$ cat src/rtl/branch_update_queue_pkg.sv
// Shared types and default sizing for the retired-branch update channel
// between the ROB and the branch predictor.
//
// Contents:
//   PC_t                  - program counter type
//   BRANCH_UPDATE_ENTRY_t - one queued predictor update
//   ROB_RETIRE_WIDTH      - ROB retire width, reused as the default enqueue width
//   BUQ_*                 - default parameters for branch_update_queue
package branch_update_queue_pkg;

    localparam int PC_WIDTH = 32;
    typedef logic [PC_WIDTH-1:0] PC_t;

    localparam int ROB_RETIRE_WIDTH = 3;

    localparam int BUQ_IN_WIDTH  = ROB_RETIRE_WIDTH;
    localparam int BUQ_OUT_WIDTH = 2;
    localparam int BUQ_DEPTH     = 16;

    typedef struct packed {
        PC_t  source_pc;
        PC_t  target_pc;
        logic taken;
        logic correct;
    } BRANCH_UPDATE_ENTRY_t;

endpackage

$ cat src/rtl/branch_update_queue_compactor.sv
// update_compactor: turns a possibly sparse per-lane valid mask into a
// dense write offset per lane (exclusive prefix popcount) plus the total
// number of valid lanes. Purely combinational; usable by any multi-lane
// queue that packs sparse inputs into consecutive slots.
//
// Ports:
//   in_valid    in  IN_WIDTH           per-lane valid mask
//   lane_offset out IN_WIDTH*OFF_W     slot offset of lane i (valid lanes only meaningful)
//   enq_n       out OFF_W              popcount(in_valid)
module update_compactor #(
    parameter int IN_WIDTH = 3,
    parameter int OFF_W    = $clog2(IN_WIDTH + 1)
) (
    input  logic [IN_WIDTH-1:0]       in_valid,
    output logic [IN_WIDTH*OFF_W-1:0] lane_offset,
    output logic [OFF_W-1:0]          enq_n
);

    logic [OFF_W-1:0] running;

    // NOTE: blocking assignments here are intentional: 'running' is a
    // combinational accumulator read back within the same loop iteration.
    always_comb begin
        running     = '0;
        lane_offset = '0;
        for (int i = 0; i < IN_WIDTH; i++) begin
            lane_offset[i*OFF_W +: OFF_W] = running;
            running = running + OFF_W'(in_valid[i]);
        end
        enq_n = running;
    end

endmodule

$ cat src/rtl/branch_update_queue.sv
// branch_update_queue: multi-port FIFO between ROB retirement and branch
// predictor training. Accepts up to IN_WIDTH sparse updates per cycle,
// compacts them in lane order, and presents up to OUT_WIDTH oldest entries
// per cycle under valid/ready. No input-to-output bypass.
//
// Ports:
//   clock, reset          clock; asynchronous active-low reset
//   in_valid/in_*         enqueue lanes (lane 0 oldest)
//   in_ready              room for a full IN_WIDTH burst (registered count only)
//   out_valid/out_*       thermometer-valid head entries, oldest in lane 0
//   out_ready             consume every valid out lane this cycle
//   count                 current occupancy
// Optional (macro BRANCH_UPDATE_QUEUE_STATS_EN):
//   stat_stall_cycles, stat_high_water, stat_mispred - saturating counters
module branch_update_queue
    import branch_update_queue_pkg::*;
#(
    parameter int IN_WIDTH  = BUQ_IN_WIDTH,
    parameter int OUT_WIDTH = BUQ_OUT_WIDTH,
    parameter int DEPTH     = BUQ_DEPTH
) (
    input  logic                          clock,
    input  logic                          reset,
    input  logic [IN_WIDTH-1:0]           in_valid,
    input  logic [IN_WIDTH*PC_WIDTH-1:0]  in_source_pc,
    input  logic [IN_WIDTH*PC_WIDTH-1:0]  in_target_pc,
    input  logic [IN_WIDTH-1:0]           in_taken,
    input  logic [IN_WIDTH-1:0]           in_correct,
    output logic                          in_ready,
    output logic [OUT_WIDTH-1:0]          out_valid,
    output logic [OUT_WIDTH*PC_WIDTH-1:0] out_source_pc,
    output logic [OUT_WIDTH*PC_WIDTH-1:0] out_target_pc,
    output logic [OUT_WIDTH-1:0]          out_taken,
    output logic [OUT_WIDTH-1:0]          out_correct,
    input  logic                          out_ready,
    output logic [$clog2(DEPTH+1)-1:0]    count
`ifdef BRANCH_UPDATE_QUEUE_STATS_EN
    ,
    output logic [31:0]                   stat_stall_cycles,
    output logic [$clog2(DEPTH+1)-1:0]    stat_high_water,
    output logic [31:0]                   stat_mispred
`endif
);

    localparam int PTR_W = $clog2(DEPTH);
    localparam int CNT_W = $clog2(DEPTH + 1);
    localparam int OFF_W = $clog2(IN_WIDTH + 1);

    logic [PTR_W-1:0]          head;
    logic [PTR_W-1:0]          tail;
    logic [IN_WIDTH*OFF_W-1:0] lane_offset;
    logic [OFF_W-1:0]          enq_n;
    logic [CNT_W-1:0]          deq_n;
    logic                      enq_fire;

    BRANCH_UPDATE_ENTRY_t mem [DEPTH];
    BRANCH_UPDATE_ENTRY_t in_entry [IN_WIDTH];

    update_compactor #(
        .IN_WIDTH (IN_WIDTH),
        .OFF_W    (OFF_W)
    ) u_compactor (
        .in_valid    (in_valid),
        .lane_offset (lane_offset),
        .enq_n       (enq_n)
    );

    always_comb begin
        for (int i = 0; i < IN_WIDTH; i++) begin
            in_entry[i].source_pc = in_source_pc[i*PC_WIDTH +: PC_WIDTH];
            in_entry[i].target_pc = in_target_pc[i*PC_WIDTH +: PC_WIDTH];
            in_entry[i].taken     = in_taken[i];
            in_entry[i].correct   = in_correct[i];
        end
    end

    // All-or-nothing admission from the registered count; a dequeue in the
    // same cycle earns no credit, keeping in_ready off the out_ready path.
    assign in_ready = (count <= CNT_W'(DEPTH - IN_WIDTH));
    assign enq_fire = in_ready && (|in_valid);

    always_comb begin
        deq_n = '0;
        if (out_ready) begin
            deq_n = (count < CNT_W'(OUT_WIDTH)) ? count : CNT_W'(OUT_WIDTH);
        end
    end

    // NOTE: the entry storage has no reset: head/tail/count define which
    // slots are live, so stale contents are never observed as valid.
    always_ff @(posedge clock) begin
        if (enq_fire) begin
            for (int i = 0; i < IN_WIDTH; i++) begin
                if (in_valid[i]) begin
                    mem[tail + PTR_W'(lane_offset[i*OFF_W +: OFF_W])] <= in_entry[i];
                end
            end
        end
    end

    // Pointers wrap modulo DEPTH through natural PTR_W-bit overflow.
    always_ff @(posedge clock or negedge reset) begin
        if (!reset) begin
            head  <= '0;
            tail  <= '0;
            count <= '0;
        end else begin
            if (enq_fire) begin
                tail <= tail + PTR_W'(enq_n);
            end
            head  <= head + PTR_W'(deq_n);
            count <= count + (enq_fire ? CNT_W'(enq_n) : CNT_W'(0)) - deq_n;
        end
    end

    always_comb begin
        out_valid     = '0;
        out_source_pc = '0;
        out_target_pc = '0;
        out_taken     = '0;
        out_correct   = '0;
        for (int i = 0; i < OUT_WIDTH; i++) begin
            out_valid[i]                         = (CNT_W'(i) < count);
            out_source_pc[i*PC_WIDTH +: PC_WIDTH] = mem[head + PTR_W'(i)].source_pc;
            out_target_pc[i*PC_WIDTH +: PC_WIDTH] = mem[head + PTR_W'(i)].target_pc;
            out_taken[i]                         = mem[head + PTR_W'(i)].taken;
            out_correct[i]                       = mem[head + PTR_W'(i)].correct;
        end
    end

`ifndef SYNTHESIS
    // Producer must never present updates while the queue refuses a burst.
    no_enqueue_when_not_ready: assert property (
        @(posedge clock) disable iff (!reset) !((|in_valid) && !in_ready)
    );
`endif

`ifdef BRANCH_UPDATE_QUEUE_STATS_EN
    logic [OFF_W-1:0] mis_n;
    logic [32:0]      mispred_sum;

    always_comb begin
        mis_n = '0;
        if (enq_fire) begin
            for (int i = 0; i < IN_WIDTH; i++) begin
                mis_n = mis_n + OFF_W'(in_valid[i] && !in_correct[i]);
            end
        end
        mispred_sum = {1'b0, stat_mispred} + 33'(mis_n);
    end

    always_ff @(posedge clock or negedge reset) begin
        if (!reset) begin
            stat_stall_cycles <= '0;
            stat_high_water   <= '0;
            stat_mispred      <= '0;
        end else begin
            if ((|in_valid) && !in_ready && (stat_stall_cycles != '1)) begin
                stat_stall_cycles <= stat_stall_cycles + 32'd1;
            end
            if (count > stat_high_water) begin
                stat_high_water <= count;
            end
            stat_mispred <= mispred_sum[32] ? '1 : mispred_sum[31:0];
        end
    end
`endif

endmodule

$ cat config.mk
export PLATFORM = sky130hd
export DESIGN_NAME = branch_update_queue
export DESIGN_NICKNAME = d
export VERILOG_FILES = /design/src/rtl/branch_update_queue_pkg.sv /design/src/rtl/branch_update_queue_compactor.sv /design/src/rtl/branch_update_queue.sv
export SDC_FILE = /design/constraint.sdc
export NUM_CORES = 2
export LEC_CHECK = 0
export CAP_MARGIN = 20
export CORE_MARGIN = 1
export CORE_UTILIZATION = 46
export CTS_CLUSTER_SIZE = 10
export DETAILED_ROUTE_END_ITERATION = 10
export DONT_BUFFER_PORTS = 1
export SETUP_SLACK_MARGIN = 0.2
export SLEW_MARGIN = 20
export SYNTH_ARGS = -nofsm -noshare
export SYNTH_HDL_FRONTEND = slang
export SYNTH_HIERARCHICAL = 1
export SYNTH_SLANG_ARGS = --single-unit
export TNS_END_PERCENT = 30
$ cat constraint.sdc
create_clock -name clock -period 7.1 [get_ports clock]
set_input_delay 0.71 -clock clock [delete_from_list [all_inputs] [get_ports clock]]
set_output_delay 0.71 -clock clock [all_outputs]
set_load 0.01 [all_outputs]
==> summary.txt <==
Status
  – Status: finished clean

Finish
  – Ant. Diodes: 0
  – Final core utilization: 0.494
  – Layout cells sized above 1: 0.363
  – Non-Filler Instances: 7644
  – Area Overhead vs Synth: 6.44%
  – NumNets Final: 5643

CTS
  – Clock slew seen by the registers of the worst setup and hold paths: 0.05 ns
  – Clock Tree Buf Depth: 3
  – Clock Latency Late Sink: 0.79 ns
  – Inserted Clock Buffers: 132
  – Clock sink count: 1069
  – Clk root buf: clkbuf_16
  – CTS HTree Levels: 4
  – Post_cts resized: 0
  – CTS tree: done

Worst setup path
  – Worst Path Max Fanout: 136
  – Arrival time worst endpoint: 5.89 ns
  – CP delay by family, top: simple AND/OR/NAND/NOR gates
  – Critical path's slowest cell: nand3_4
  – Req. time, crit path: 7.60 ns
  – Crit start category: flip-flop
  – Setup crit end kind: flip-flop
  – Reg-to-reg startpoint: count[3]$_DFF_PN0_
  – Critical path class: flip-flop to flip-flop
  – CP Cell Sequence: ha_1 -> nand2b_1 -> a21oi_1 -> inv_1 -> buf_4 -> nand4b_1 -> buf_12 -> nand2b_4 -> nand3_4 -> buf_4
  – Max stage delay on crit path: 0.88 ns
  – R2R Setup Slk: 1.71 ns
  – Beginning of the critical path: count[3]$_DFF_PN0_
  – Most frequent CP cell: buf_4
  – Buf/Inv on CP: 4

STA
  – Final Hold Fails: 0
  – Min cycle time layout: 5.39 ns
  – RSZ-0062 raised after global routing: no
  – Max Slew Vio Count: 0
  – Slew @ Worst Pin: 1.29 ns
  – Final-report setup violation count: 0
  – Setup Skew: 0.0312 ns
  – Setup ws final: 1.71 ns
  – FMAX: 185 MHz
  – TNS Setup: 0 ns
  – Fin crit share: 0.760
  – Slew HR: 0.143

Floorplanning
  – Initial Util: 0.464
  – Core area: 161000 sq um
  – IO Pins: 344
  – Rows: 147
  – DIE AREA: 164000 sq um
  – Die Ht: 405 um
  – Die Wd: 405 um

Place
  – Hpwl dp: 164 mm
  – Port buffer count: 0
  – Setup slack after placement: 1.74 ns
  – Placed insts: 7437
  – Final RePlAce weighted congestion: 0.859

Synth
  – EDFF count, synth: 1056
  – Post-synthesis sequential area ratio: 0.429
  – Top cell type's share of synthesized area: 0.425
  – Synth Area in XOR/XNOR: 0.00176
  – Largest family of logic cells by synthesized area: multiplexers
  – Syn Area/Cell: 12.7 sq um
  – Synth Area in Simple Gates: 0.0627
  – Cell variety after synth: 53
  – Yosys warns: 6
  – Synth async-reset ratio: 0.0122
  – Compound-Gate Fraction of Synth Area: 0.0640
  – Synth cell count leaders: 1199 x mux2_2, 1056 x edfxtp_1, 603 x nand2_1
  – Syn Inst Count: 5895
  – Yosys reg bits: 1069
  – Mux contribution to synthesized area: 0.394
  – Most used DFF post-synth: edfxtp_1
  – Area contributors post-synth: edfxtp_1 42%, mux2_2 18%, mux4_2 14%
  – Synth Area in Adders: 0.00523
  – Count leader, synth: mux2_2
  – Netlist Area Pre-Place: 74600 sq um
  – Cell taking the most area after synthesis: edfxtp_1

Drt
  – Post-DR vias/cell: 7.19
  – Drt drc: 0
  – WL per Instance: 37.3 um
  – Total wire length: 285 mm
  – Initial DRC count: 7262
  – First-pass iteration count of the detailed router: 6
  – Antenna Violating Nets Remaining: 0
  – Vias: 54929

GRT
  – Pin count of the biggest net entering global routing: 202
  – First-pass GRT wire length: 405 mm
  – Congestion Overflow GR: 0
  – Vias in the first global route: 54019
  – Initial antenna violation count: 4
  – GR Util All Layers: 0.342

Flow run
  – Max Cap Viol: 0

Power and ir drop
  – Peak VDD IR: 675 uV
  – Total power: 35.0 mW
  – Leak: 26.8 nW
  – Power density cells: 441 nW/um^2

Min path
  – Hold WC Path Type: input port to flip-flop
  – Hold path startpoint: in_source_pc[84]
[cell families (layout without fill, tap and decap cells)]
kind of cell / count (synthesis) / count (layout)
AO/OA/AOI/OAI: 777 / 777
XOR/XNOR: 15 / 15
adder cells (fa/ha/maj): 27 / 27
buffers and inverters: 756 / 343
flip-flops: 1069 / 1069
multiplexers: 2183 / 2183
other: 2 / 4
AND/OR/NAND/NOR: 1066 / 1066
[timing repair]
item,4_1_cts,5_1_grt
hold buffers,1,0
hold endpoints to repair,13,0
buffers inserted,0,0
[per-layer routing]
metal / track usage / wire length (um) / part of all wire
met2: 0.533 / 130000 / 0.46
met5: 0 / 0 / 0
met4: 0.148 / 13600 / 0.048
met3: 0.100 / 34900 / 0.12
met1: 0.442 / 107000 / 0.37
[flip-flops by register name, indices dropped and copies added (netlist names)]
name and cells:
mem 1056, count 5, tail 4, head 4
[where the power goes]
group	internal, mW	total (mW)	switching [mW]
registers	8.97	9.82	0.849
clock network	3.51	6.31	2.80
logic	7.28	18.9	11.6
total	19.8	35.0	15.2
[final cells by class]
type / count / area [sq um]
clock buffer: 178 / 3510
fill: 13836 / 81300
multi-input combinational: 4072 / 39700
tap: 2160 / 2700
inverter: 14 / 52.6
clock inverter: 28 / 259
timing repair buffer: 123 / 1120
sequential: 1069 / 32100
[through the flow]
| step | hold WS (ns) | cell area (sq um) |
|---|---|---|
| 3_3_place_gp | 0.415 | 75700 |
| 5_1_grt | 0.121 | 79400 |
| 2_1_floorplan | 0.414 | 74600 |
| 3_5_place_dp | 0.415 | 75700 |
| 4_1_cts | 0.0888 | 79400 |
| 6_report | 0.130 | 79400 |
[cells in the final DEF, fill, tap and decap left out, drive strengths merged, types with 9 or more instances in the layout]
cell type and count:
nor3 398, o21ai 134, mux2 1387, nand2b 10, a221oi 66, buf 122
inv 21, nand2 603, a22oi 68, mux2i 334, clkinv 19, mux4 462
o211ai 24, edfxtp 1056, dfrtp 13, xnor2 9, a31oi 264, a21oi 208
clkbuf 178, ha 20
[final timing paths]
| check | endpoint | cells after the start |
|---|---|---|
| worst max-delay path | mem[10][26]$_DFFE_PP_ | 10 |
| worst min-delay path | mem[1][54]$_DFFE_PP_ | 1 |
| worst max register to register | mem[10][26]$_DFFE_PP_ | 10 |
| worst min register to register | tail[0]$_DFFE_PN0N_ | 1 |
| max in group asynchronous | head[2]$_DFF_PN0_ | 1 |
| min in group asynchronous | count[3]$_DFF_PN0_ | 1 |
Note: power is estimated with default switching activity, not from simulation.
